`config.mk`:
```
export PLATFORM = sky130hd
export DESIGN_NAME = mc_ctrl_flat
export DESIGN_NICKNAME = d
export VERILOG_FILES = /design/src/rtl/mc_ctrl_pkg.sv /design/src/rtl/mc_ctrl_if.sv /design/src/rtl/mc_ctrl_dec.sv /design/src/rtl/mc_ctrl.sv /design/src/flat_wrapper.sv
export SDC_FILE = /design/constraint.sdc
export NUM_CORES = 1
export LEC_CHECK = 0
export ABC_AREA = 1
export CORE_ASPECT_RATIO = 1.4
export CORE_MARGIN = 3
export CORE_UTILIZATION = 55
export CTS_BUF_LIST = sky130_fd_sc_hd__clkbuf_8
export CTS_CLUSTER_SIZE = 8
export DETAILED_ROUTE_END_ITERATION = 6
export PLACE_DENSITY = 0.86
export SLEW_MARGIN = 10
export SYNTH_ARGS = -nofsm -noshare
export SYNTH_HDL_FRONTEND = slang
export SYNTH_SLANG_ARGS = --single-unit
```
`constraint.sdc`:
```
create_clock -name clk -period 3.85 [get_ports clk]
set_clock_uncertainty 0.2 [all_clocks]
set_input_delay 1.155 -clock clk [delete_from_list [all_inputs] [get_ports clk]]
set_output_delay 1.155 -clock clk [all_outputs]
set_load 0.005 [all_outputs]
```
`src/rtl/mc_ctrl_pkg.sv`:
```
// Shared encodings for the multicycle MIPS control unit: branch/jump codes,
// opcodes, functs, ALU operations, FSM states and instruction classes.
package mc_ctrl_pkg;

  typedef enum logic [1:0] {NOBR = 2'b00, BEQ = 2'b01, BNE = 2'b10, BGTZ = 2'b11} br_t;
  typedef enum logic [1:0] {NOJ = 2'b00, J = 2'b01, JAL = 2'b10, JR = 2'b11} jmp_t;

  typedef enum logic [2:0] {
    ALU_ADD   = 3'd0,
    ALU_SUB   = 3'd1,
    ALU_OR    = 3'd2,
    ALU_SLT   = 3'd3,
    ALU_LUI   = 3'd4,
    ALU_PASSA = 3'd5
  } aluop_t;

  typedef enum logic [3:0] {
    S_FETCH  = 4'd0,
    S_DECODE = 4'd1,
    S_MEMADR = 4'd2,
    S_MEMRD  = 4'd3,
    S_MEMWB  = 4'd4,
    S_MEMWR  = 4'd5,
    S_EXE    = 4'd6,
    S_ALUWB  = 4'd7,
    S_BRANCH = 4'd8,
    S_JUMP   = 4'd9
  } state_t;

  typedef enum logic [2:0] {
    C_LOAD, C_STORE, C_RTYPE, C_ITYPE, C_BRANCH, C_JUMP, C_ILLEGAL
  } cls_t;

  localparam logic [5:0] OP_RTYPE = 6'h00;
  localparam logic [5:0] OP_J     = 6'h02;
  localparam logic [5:0] OP_JAL   = 6'h03;
  localparam logic [5:0] OP_BEQ   = 6'h04;
  localparam logic [5:0] OP_BNE   = 6'h05;
  localparam logic [5:0] OP_BGTZ  = 6'h07;
  localparam logic [5:0] OP_ADDI  = 6'h08;
  localparam logic [5:0] OP_ORI   = 6'h0D;
  localparam logic [5:0] OP_LUI   = 6'h0F;
  localparam logic [5:0] OP_LW    = 6'h23;
  localparam logic [5:0] OP_SW    = 6'h2B;

  localparam logic [5:0] F_JR     = 6'h08;
  localparam logic [5:0] F_ADDU   = 6'h21;
  localparam logic [5:0] F_SUBU   = 6'h23;
  localparam logic [5:0] F_SLT    = 6'h2A;

endpackage

```
`src/rtl/mc_ctrl_if.sv`:
```
// Control bus between the instruction register/ALU flags and the control FSM.
interface mc_ctrl_if;
  logic [5:0] op;
  logic [5:0] funct;
  logic       zero;
  logic       more;
  logic       pcwr;
  logic       turn;
  logic [1:0] branch;
  logic [1:0] jump;
  logic       irwr;
  logic       regwr;
  logic [1:0] regdst;
  logic       alusrc;
  logic [2:0] aluop;
  logic       extop;
  logic       memwr;
  logic [1:0] memtoreg;
  logic       retire;
  logic       illegal;
  logic [3:0] state;

  // Controller side
  modport master (
    input  op, funct, zero, more,
    output pcwr, turn, branch, jump, irwr, regwr, regdst, alusrc, aluop,
           extop, memwr, memtoreg, retire, illegal, state
  );

  // Datapath side
  modport slave (
    output op, funct, zero, more,
    input  pcwr, turn, branch, jump, irwr, regwr, regdst, alusrc, aluop,
           extop, memwr, memtoreg, retire, illegal, state
  );
endinterface

```
`src/rtl/mc_ctrl_dec.sv`:
```
// Combinational op/funct decoder: instruction class plus the ALU, extension,
// branch and jump controls that apply while the instruction executes.
module mc_ctrl_dec
  import mc_ctrl_pkg::*;
(
  input  logic [5:0] op,
  input  logic [5:0] funct,
  output cls_t       cls,
  output aluop_t     aluop,
  output logic       alusrc,
  output logic       extop,
  output br_t        br,
  output jmp_t       jmp
);

  always_comb begin
    cls    = C_ILLEGAL;
    aluop  = ALU_ADD;
    alusrc = 1'b0;
    extop  = 1'b0;
    br     = NOBR;
    jmp    = NOJ;
    case (op)
      OP_RTYPE: begin
        case (funct)
          F_ADDU: cls = C_RTYPE;
          F_SUBU: begin cls = C_RTYPE; aluop = ALU_SUB; end
          F_SLT:  begin cls = C_RTYPE; aluop = ALU_SLT; end
          F_JR:   begin cls = C_JUMP;  aluop = ALU_PASSA; jmp = JR; end
          default: ;
        endcase
      end
      OP_ORI:  begin cls = C_ITYPE; aluop = ALU_OR;  alusrc = 1'b1; end
      OP_LUI:  begin cls = C_ITYPE; aluop = ALU_LUI; alusrc = 1'b1; end
      OP_ADDI: begin cls = C_ITYPE; alusrc = 1'b1; extop = 1'b1; end
      OP_LW:   begin cls = C_LOAD;  alusrc = 1'b1; extop = 1'b1; end
      OP_SW:   begin cls = C_STORE; alusrc = 1'b1; extop = 1'b1; end
      OP_BEQ:  begin cls = C_BRANCH; aluop = ALU_SUB;   br = BEQ;  end
      OP_BNE:  begin cls = C_BRANCH; aluop = ALU_SUB;   br = BNE;  end
      OP_BGTZ: begin cls = C_BRANCH; aluop = ALU_PASSA; br = BGTZ; end
      OP_J:    begin cls = C_JUMP; jmp = J;   end
      OP_JAL:  begin cls = C_JUMP; jmp = JAL; end
      default: ;
    endcase
  end

endmodule

```
`src/rtl/mc_ctrl.sv`:
```
// Multicycle MIPS control FSM: sequences fetch/decode/execute/memory/writeback
// and drives the next-PC codes, write enables and datapath mux selects.
module mc_ctrl
  import mc_ctrl_pkg::*;
(
  input  logic      clk,
  input  logic      rst_n,
  mc_ctrl_if.master bus
);

  state_t     st, nxt;
  logic [5:0] op_q, funct_q;
  logic       ill_q, ill_set;

  cls_t       d_cls;
  aluop_t     d_aluop;
  logic       d_alusrc, d_extop;
  br_t        d_br;
  jmp_t       d_jmp;

  logic       pcwr_c, turn_c, irwr_c, regwr_c, alusrc_c, extop_c, memwr_c, retire_c;
  logic [1:0] regdst_c, memtoreg_c;
  aluop_t     aluop_c;
  br_t        br_c;
  jmp_t       jmp_c;

  // DECODE steers on the live IR; later states use the copy captured there.
  mc_ctrl_dec u_dec (
    .op     ((st == S_DECODE) ? bus.op    : op_q),
    .funct  ((st == S_DECODE) ? bus.funct : funct_q),
    .cls    (d_cls),
    .aluop  (d_aluop),
    .alusrc (d_alusrc),
    .extop  (d_extop),
    .br     (d_br),
    .jmp    (d_jmp)
  );

  always_ff @(posedge clk) begin
    if (!rst_n) begin
      st      <= S_FETCH;
      ill_q   <= 1'b0;
      op_q    <= '0;
      funct_q <= '0;
    end else begin
      st <= nxt;
      if (st == S_DECODE) begin
        op_q    <= bus.op;
        funct_q <= bus.funct;
      end
      if (ill_set) ill_q <= 1'b1;
    end
  end

  always_comb begin
    nxt        = S_FETCH;
    ill_set    = 1'b0;
    pcwr_c     = 1'b0;
    turn_c     = 1'b0;
    irwr_c     = 1'b0;
    regwr_c    = 1'b0;
    alusrc_c   = 1'b0;
    extop_c    = 1'b0;
    memwr_c    = 1'b0;
    retire_c   = 1'b0;
    regdst_c   = 2'd0;
    memtoreg_c = 2'd0;
    aluop_c    = ALU_ADD;
    br_c       = NOBR;
    jmp_c      = NOJ;
    case (st)
      S_FETCH: begin
        irwr_c = 1'b1;
        turn_c = 1'b1;
        pcwr_c = 1'b1;
        nxt    = S_DECODE;
      end
      S_DECODE: begin
        case (d_cls)
          C_LOAD, C_STORE:  nxt = S_MEMADR;
          C_RTYPE, C_ITYPE: nxt = S_EXE;
          C_BRANCH:         nxt = S_BRANCH;
          C_JUMP:           nxt = S_JUMP;
          default: begin
            ill_set  = 1'b1;
            retire_c = 1'b1;
          end
        endcase
      end
      S_MEMADR: begin
        aluop_c  = d_aluop;
        alusrc_c = d_alusrc;
        extop_c  = d_extop;
        nxt      = (d_cls == C_LOAD) ? S_MEMRD : S_MEMWR;
      end
      S_MEMRD: nxt = S_MEMWB;
      S_MEMWB: begin
        regwr_c    = 1'b1;
        memtoreg_c = 2'd1;
        retire_c   = 1'b1;
      end
      S_MEMWR: begin
        memwr_c  = 1'b1;
        retire_c = 1'b1;
      end
      S_EXE: begin
        aluop_c  = d_aluop;
        alusrc_c = d_alusrc;
        extop_c  = d_extop;
        nxt      = S_ALUWB;
      end
      S_ALUWB: begin
        regwr_c  = 1'b1;
        regdst_c = (d_cls == C_RTYPE) ? 2'd1 : 2'd0;
        retire_c = 1'b1;
      end
      S_BRANCH: begin
        aluop_c  = d_aluop;
        br_c     = d_br;
        retire_c = 1'b1;
        case (d_br)
          BEQ:     pcwr_c = bus.zero;
          BNE:     pcwr_c = ~bus.zero;
          BGTZ:    pcwr_c = bus.more;
          default: pcwr_c = 1'b0;
        endcase
      end
      S_JUMP: begin
        pcwr_c   = 1'b1;
        retire_c = 1'b1;
        jmp_c    = d_jmp;
        aluop_c  = d_aluop;
        if (d_jmp == JAL) begin
          regwr_c    = 1'b1;
          regdst_c   = 2'd2;
          memtoreg_c = 2'd2;
        end
      end
      default: nxt = S_FETCH;
    endcase
  end

  // Reset holds every output at zero regardless of the registered state.
  assign bus.pcwr     = rst_n & pcwr_c;
  assign bus.turn     = rst_n & turn_c;
  assign bus.irwr     = rst_n & irwr_c;
  assign bus.regwr    = rst_n & regwr_c;
  assign bus.alusrc   = rst_n & alusrc_c;
  assign bus.extop    = rst_n & extop_c;
  assign bus.memwr    = rst_n & memwr_c;
  assign bus.retire   = rst_n & retire_c;
  assign bus.illegal  = rst_n & ill_q;
  assign bus.regdst   = rst_n ? regdst_c   : 2'd0;
  assign bus.memtoreg = rst_n ? memtoreg_c : 2'd0;
  assign bus.aluop    = rst_n ? aluop_c    : ALU_ADD;
  assign bus.branch   = rst_n ? br_c       : NOBR;
  assign bus.jump     = rst_n ? jmp_c      : NOJ;
  assign bus.state    = rst_n ? st         : S_FETCH;

endmodule

```
`src/flat_wrapper.sv`:
```
// flat-port wrapper written by rule: the top's interface ports become plain ports
module mc_ctrl_flat import mc_ctrl_pkg::*;
  (clk, rst_n, bus_op, bus_funct, bus_zero, bus_more, bus_pcwr, bus_turn, bus_branch, bus_jump, bus_irwr, bus_regwr, bus_regdst, bus_alusrc, bus_aluop, bus_extop, bus_memwr, bus_memtoreg, bus_retire, bus_illegal, bus_state);
  mc_ctrl_if bus_i ();
  input  logic clk;
  input  logic rst_n;
  input wire logic [$bits(bus_i.op)-1:0] bus_op;
  input wire logic [$bits(bus_i.funct)-1:0] bus_funct;
  input wire logic [$bits(bus_i.zero)-1:0] bus_zero;
  input wire logic [$bits(bus_i.more)-1:0] bus_more;
  output wire logic [$bits(bus_i.pcwr)-1:0] bus_pcwr;
  output wire logic [$bits(bus_i.turn)-1:0] bus_turn;
  output wire logic [$bits(bus_i.branch)-1:0] bus_branch;
  output wire logic [$bits(bus_i.jump)-1:0] bus_jump;
  output wire logic [$bits(bus_i.irwr)-1:0] bus_irwr;
  output wire logic [$bits(bus_i.regwr)-1:0] bus_regwr;
  output wire logic [$bits(bus_i.regdst)-1:0] bus_regdst;
  output wire logic [$bits(bus_i.alusrc)-1:0] bus_alusrc;
  output wire logic [$bits(bus_i.aluop)-1:0] bus_aluop;
  output wire logic [$bits(bus_i.extop)-1:0] bus_extop;
  output wire logic [$bits(bus_i.memwr)-1:0] bus_memwr;
  output wire logic [$bits(bus_i.memtoreg)-1:0] bus_memtoreg;
  output wire logic [$bits(bus_i.retire)-1:0] bus_retire;
  output wire logic [$bits(bus_i.illegal)-1:0] bus_illegal;
  output wire logic [$bits(bus_i.state)-1:0] bus_state;
  assign bus_i.op = bus_op;
  assign bus_i.funct = bus_funct;
  assign bus_i.zero = bus_zero;
  assign bus_i.more = bus_more;
  assign bus_pcwr = bus_i.pcwr;
  assign bus_turn = bus_i.turn;
  assign bus_branch = bus_i.branch;
  assign bus_jump = bus_i.jump;
  assign bus_irwr = bus_i.irwr;
  assign bus_regwr = bus_i.regwr;
  assign bus_regdst = bus_i.regdst;
  assign bus_alusrc = bus_i.alusrc;
  assign bus_aluop = bus_i.aluop;
  assign bus_extop = bus_i.extop;
  assign bus_memwr = bus_i.memwr;
  assign bus_memtoreg = bus_i.memtoreg;
  assign bus_retire = bus_i.retire;
  assign bus_illegal = bus_i.illegal;
  assign bus_state = bus_i.state;
  mc_ctrl u_core (.clk(clk), .rst_n(rst_n), .bus(bus_i));
endmodule
```
==> impl_metrics.csv, run 1 <==
group,metric,value,unit
status,run_status,"did not finish",
status,haltStage,"4_1_cts",
status,error,"[ERROR DPL-0038] Utilization greater than 100%, impossible to legalize",
floorplanning,io_pins,40,
cts,numCtsBuffers,3,
synthesis,ys.flop_type,"dfxtp_1",
placement,dpl_cell_area,2290,sq um
cts,cts_hold_buf,0,
synthesis,syn-cell-area,1590,sq um
cts,cts_resized,122,
synthesis,postSynthCellCount,256,
cts,postCtsSetupRepairBufs,47,
floorplanning,start_util,59.0,%
cts,h-tree-depth,1,
synthesis,syn_avg_cell_area,6.22,sq um
synthesis,synthArstFlopShare,0,%
synthesis,synth_seq_cells,17,
synthesis,yosys_warnings,0,
floorplanning,die_h,69.7,microns
synthesis,synth_top_area_share,21.4,%
synthesis,synth.largest_area_cell,"dfxtp_1",
synthesis,yosysUniqueCellTypes,35,
cts,cts.path.max_buffers,2,
placement,finalWeightedCongestion,0.944,
synthesis,synth_nets,272,
floorplanning,die_w,51.5,microns
synthesis,synth_edf_count,0,
placement,post-dp-hpwl,4.00,mm
synthesis,ys_seq_area_share,21.4,%
synthesis,ys_top_cells_by_area,"dfxtp_1, nand2_1, inv_1, nor2_1, nand2_2",
placement,port_buffers,39,
cts,cts_root_buffer,"clkbuf_8",
cts,cts_num_sinks,17,
floorplanning,std_cell_rows,22,
## logic make-up after synthesis
family	after synthesis	synth area share, %
compound gates	21	9.20
buf+inv	56	15.1
simple gates	162	54.3
flops	17	21.4
## metrics by stage
step           TNS (ns)  worst slack, ns  std cells  utilization [%]  hold slack (ns)
2_1_floorplan         0            0.355        256                -            0.224
3_3_place_gp      -8.46           -0.659        366             85.1            0.232
3_5_place_dp      -9.22           -0.776        366             85.1            0.249
## synthesized netlist by cell type, drive strengths merged, types with 4 or more instances
master / instances
dfxtp: 17
buf: 4
o21ai: 7
nand2: 76
nand3: 21
a21oi: 8
inv: 48
nor2: 55
nor3: 5
==> inputs of run 2 (changes only) <==
CORE_ASPECT_RATIO = not set   (was 1.4)
CORE_UTILIZATION = 40   (was 55)
CTS_BUF_LIST = not set   (was sky130_fd_sc_hd__clkbuf_8)
CTS_CLUSTER_SIZE = not set   (was 8)
PLACE_DENSITY = not set   (was 0.86)
PLACE_DENSITY_LB_ADDON = 0.15   (was not set)
==> impl_metrics.csv, run 2 <==
group,metric,value,unit
status,run_status,"finished, violations left",
status,violations,"setup timing",
detailed_routing,postRouteAntennaNets,0,
synthesis,syn-cell-area,1590,sq um
grt,grt_pass1_wl,9.98,mm
grt,globalRouteTotalUtil,25.5,%
cells_and_area,stdcell_count,422,
critical_path,cp_data_required_time,2.49,ns
synthesis,synth.largest_area_cell,"dfxtp_1",
detailed_routing,wl_per_cell,16.0,microns
placement,port_buffers,39,
grt,grt_overflow,0,
critical_path,r2r-start,"u_core.st[0]",
cells_and_area,drive_gt1_share,57.0,%
cells_and_area,diodes,0,
floorplanning,io_pins,40,
power_and_ir_drop,switching_share,50.3,%
cts,cts_tree,"built",
detailed_routing,num_vias,2155,
critical_path,reg2reg_to,"u_core.ill_q",
critical_path,rrSetupSlack,1.23,ns
hold_path,hp-class,"flip-flop to flip-flop",
floorplanning,start_util,42.5,%
synthesis,synth_nets,272,
timing,tightest_slew,0.443,ns
critical_path,worst-setup-path-type,"input pin to primary output",
critical_path,arrival,2.59,ns
power_and_ir_drop,power_density,1110,nW/um^2
synthesis,yosys_warnings,0,
power_and_ir_drop,cell_internal_pwr,1.65,mW
timing,fin_crit_sh,102,%
floorplanning,die_w,69.1,microns
timing,hold_violations,0,
critical_path,path_cells,"clkbuf_2 > nand3_2 > nand2_4 > buf_6 > nand2_1 > nor2_1 > nand2_4 > nand2_4 > inv_1 > nand3_2 > nand4_1 > nor2_2 > buf_2",
timing,slew_violations,0,
timing,period_needed,3.94,ns
synthesis,synth_edf_count,0,
synthesis,synth_seq_cells,17,
cts,clk_pin_slew,0.07,ns
timing,slew-limit-headroom,70.2,%
cells_and_area,fin_util,80.2,%
power_and_ir_drop,comb_power_share,86.8,%
timing,clock.fmax,0.254,GHz
synthesis,synthArstFlopShare,0,%
synthesis,syn_avg_cell_area,6.22,sq um
timing,rsz0062_at_grt,"yes",
critical_path,cp_slowest_stage_delay,0.22,ns
timing,setup_viol,4,
cts,cts.path.max_buffers,2,
cells_and_area,layout_commonest_cell,"buf_4",
cells_and_area,num-nets-final,391,
floorplanning,die_h,69.1,microns
cells_and_area,syn_to_final_growth,88.8,%
cts,numCtsBuffers,3,
critical_path,crit_top_cell,"nand2_4",
synthesis,ys_top_cells_by_area,"dfxtp_1, nand2_1, inv_1, nor2_1, nand2_2",
critical_path,worstRegToRegCells,18,
critical_path,crit_path_start,"bus_op[0]",
floorplanning,die-area,4770,sq um
critical_path,crit_fanout,5,
power_and_ir_drop,peakVddDrop,0.000712,V
synthesis,ys_seq_area_share,21.4,%
detailed_routing,drcViolationCount,0,
cells_and_area,nFillCells,256,
timing,fin_tns_setup,-0.191,ns
detailed_routing,drt_iter0_drc,226,
detailed_routing,drt_pre_antenna_iters,4,
cells_and_area,mostFrequentLayoutCells,"buf_4, inv_1, nand2_1",
flow_run,drv_cap,0,
cts,cts_root_buffer,"clkbuf_8",
floorplanning,std_cell_rows,22,
cts,cts_num_sinks,17,
grt,grt_max_degree,14,
critical_path,end_kind,"primary output",
critical_path,worst-path-stages,13,
critical_path,slowest_stage,"nor2_1",
synthesis,synth_most_common_cell,"nand2_1",
power_and_ir_drop,clkPwrFrac,4.3,%
critical_path,critPathLaunchType,"input pin",
detailed_routing,viasPerCell,5.11,
power_and_ir_drop,p_leak,1.54,nW
synthesis,ys.flop_type,"dfxtp_1",
synthesis,yosysUniqueCellTypes,35,
grt,antenna_found_initial,0,
critical_path,worstSetupEndpoint,"bus_regdst[0]",
placement,finalWeightedCongestion,1.03,
critical_path,path_buf_inv,4,
floorplanning,core_area,3740,sq um
placement,dp.cells,377,
cts,cts_hold_buf,0,
power_and_ir_drop,p_sw,1.67,mW
cts,h-tree-depth,1,
critical_path,cpLargestDelayFamily,"simple AND/OR/NAND/NOR gates",
placement,post-dp-hpwl,3.49,mm
synthesis,synth_top_area_share,21.4,%
cts,insertion_delay,0.26,ns
timing,whs,0.275,ns
synthesis,postSynthCellCount,256,
detailed_routing,routed_wl,6.75,mm
timing,final.setup.worst_slack,-0.0900,ns
cells_and_area,reg_top3,"u_core.funct_q: 6 flops, u_core.op_q: 6 flops, u_core.st: 4 flops",
power_and_ir_drop,p_seq_share,8.8,%
synthesis,yosys-top-cells-count,"nand2_1, inv_1, nor2_1",
placement,post-place-ws,-0.747,ns
grt,grt_pass1_vias,2154,
[run 2: cell counts after synthesis]
No cell type changed its count.
[run 2: layout make-up]
class                      instances  area [sq um]  area share [%]
timing repair buffer             120          1000            33.4
tap                               48          60.1            2.00
sequential                        17           340            11.3
clock buffer                       4          45.0            1.50
inverter                          50           205            6.83
multi-input combinational        183          1350            44.9
[run 2: power groups by stage]
stage	clock network [mW]	registers [mW]	logic, mW
floorplan	0	0.286	1.08
global placement	0	0.292	1.66
detailed placement	0	0.294	1.67
CTS	0.143	0.290	2.42
global route	0.151	0.298	3.08
finish	0.144	0.293	2.88
[run 2: cells by family after synthesis]
| logic type | after synthesis | share of synthesized area [%] |
|---|---|---|
| AND/OR/NAND/NOR | 162 | 54.3 |
| AO/OA/AOI/OAI | 21 | 9.20 |
| flip-flops | 17 | 21.4 |
| buffers and inverters | 56 | 15.1 |
[run 2: worst min path at each step]
stage / cells past startpoint / slack [ns] / end / from
after detailed placement: 2 / 0.26 / u_core.ill_q / u_core.ill_q
after floorplan: 2 / 0.22 / u_core.ill_q / u_core.ill_q
after global placement: 2 / 0.24 / u_core.ill_q / u_core.ill_q
after CTS: 2 / 0.28 / u_core.ill_q / u_core.ill_q
after global routing: 2 / 0.30 / u_core.funct_q[4] / u_core.funct_q[4]
final: 2 / 0.27 / u_core.ill_q / u_core.ill_q
[run 2: routing by layer]
metal	track usage, %	part of all wire [%]
met5	0	0
met3	6.71	6.5
met4	10.4	4.7
met2	47.1	53
met1	26.9	36
[run 2: worst min-delay path, stage by stage (launching register included)]
cell     delay (ns)
dfxtp_1        0.31
nand2_1        0.08
o21ai_2        0.06
[run 2: per-stage QoR]
step | area [sq um] | total power, mW
3_5_place_dp | 2300 | 1.97
6_report | 3000 | 3.32
3_3_place_gp | 2300 | 1.96
4_1_cts | 2820 | 2.86
2_1_floorplan | 1590 | 1.36
5_1_grt | 3000 | 3.53
[run 2: timing repair]
item / in CTS / in global routing
gates cloned: 0 / 0
buffers inserted: 36 / 6
resized for setup: 146 / 52
pin swaps: 63 / 41
setup endpoints to repair: 17 / 12
No activity file was read; power rests on OpenSTA's default activity.
==> RTL change: new RTL, config.mk and constraints of run 2 <==
Reset style: asynchronous (`rst_n`), changed in one clocked block.
--- a/src/rtl/mc_ctrl.sv
+++ b/src/rtl/mc_ctrl.sv
@@ -36,7 +36,7 @@
     .jmp    (d_jmp)
   );
 
-  always_ff @(posedge clk) begin
+  always_ff @(posedge clk or negedge rst_n) begin
     if (!rst_n) begin
       st      <= S_FETCH;
       ill_q   <= 1'b0;
Formal check against the unedited RTL: same outputs for any inputs over 10 cycles, from zero or initial values and one cycle with rst_n low; that may be too few to reach the edited logic, so the function may still have changed.
==> RTL change against run 2 <==
The flow still finishes with violations (negative setup slack). Via count fell by 2.9%. Worst setup slack about the same. Cell area is 3.3% lower. Utilization fell by 1.5 points. Sequential power is 2% higher. Wire length fell by 6.5%. Power fell by 11%. Sequential cell count stayed put. Area after synthesis shrank 2.5%. Critical path type unchanged. Largest cell class unchanged. Largest power group unchanged.
==> RTL change: results (changes against run 2) <==
gpl congestion 0.909 (-12%); DR pass1 iterations 5 (+1); first-pass GRT wire length 9000 µm (-9.8%); combinational share of power 85.1% (-1.7 points); Seq/Total Area, Yosys 27.4% (+6.0 points); Finished Core Util 78.8% (-1.5 points); vias in the first global route 2044 (-5.1%); syn nets 255 (-6.3%); nonclk inv count 44 (-12%); drt total wl 6310 µm (-6.5%); clk tree area frac 1.55% (+0.051 points); Multi-In Gates 172 (-6.0%); routed wl met2 3270 µm (-8.4%); Non-clock buffers 126 (+5.0%); initial DRC count 158 (-30%); Slew @ Worst Pin 0.444 ns (+0.000791 ns); status complete, but fails checks; Area after DPL 0.00228 mm² (-1.1%); Area contributors post-synth dfrtp_1, nand2_1, inv_1; cts repair resizes 127 (-13%); storage element area 427 µm² (+25%); HP Start u_core.ill_q$_DFFE_PN0P_; PnR worst setup slack -0.0901 ns (-0.0000811 ns); Final setup viols 4 (unchanged); failing checks negative setup slack; register share of total power 10.1% (+1.3 points); area used by multi-input combinational logic 0.00122 mm² (-9.7%); worst hold margin 0.286 ns (+0.0111 ns); Reg2Reg Depth 27 (+9); filler instances 241 (-5.9%); final net count 380 (-2.8%); R2R Path End u_core.ill_q$_DFFE_PN0P_; Cell Count Post-Placement 364 (-3.4%)
==> RTL change: changes by cell type after synthesis, sizes merged, moves of 4 or more <==
cell	change
inv	-4
nand2	+5
dfrtp	+17
nor2	-11
dfxtp	-17
nand3	-5
==> RTL change: kinds of logic after synthesis <==
group                  count (synthesis)  synth area share (%)
AOI/OAI and AO/OA                     19                  9.19
and+or+nand+nor                      153                  49.1
DFF                                   17                  27.4
buffers and inverters                 50                  14.3
==> RTL change: worst max-delay path by stage <==
stage / from / end / slack, ns / cells past startpoint
after floorplan: bus_op[2] / bus_retire / 0.37 / 10
after global placement: bus_op[0] / bus_retire / -0.72 / 11
after detailed placement: bus_op[1] / bus_branch[0] / -0.74 / 7
after CTS: bus_op[4] / bus_retire / 0.001 / 13
after global routing: bus_op[0] / bus_aluop[0] / -0.14 / 11
final: bus_op[0] / bus_regdst[0] / -0.09 / 12
==> RTL change: worst min-delay path: stages, from the launching register on <==
cell	delay, ns
dfrtp_1	0.35
inv_1	0.05
nand2_2	0.05
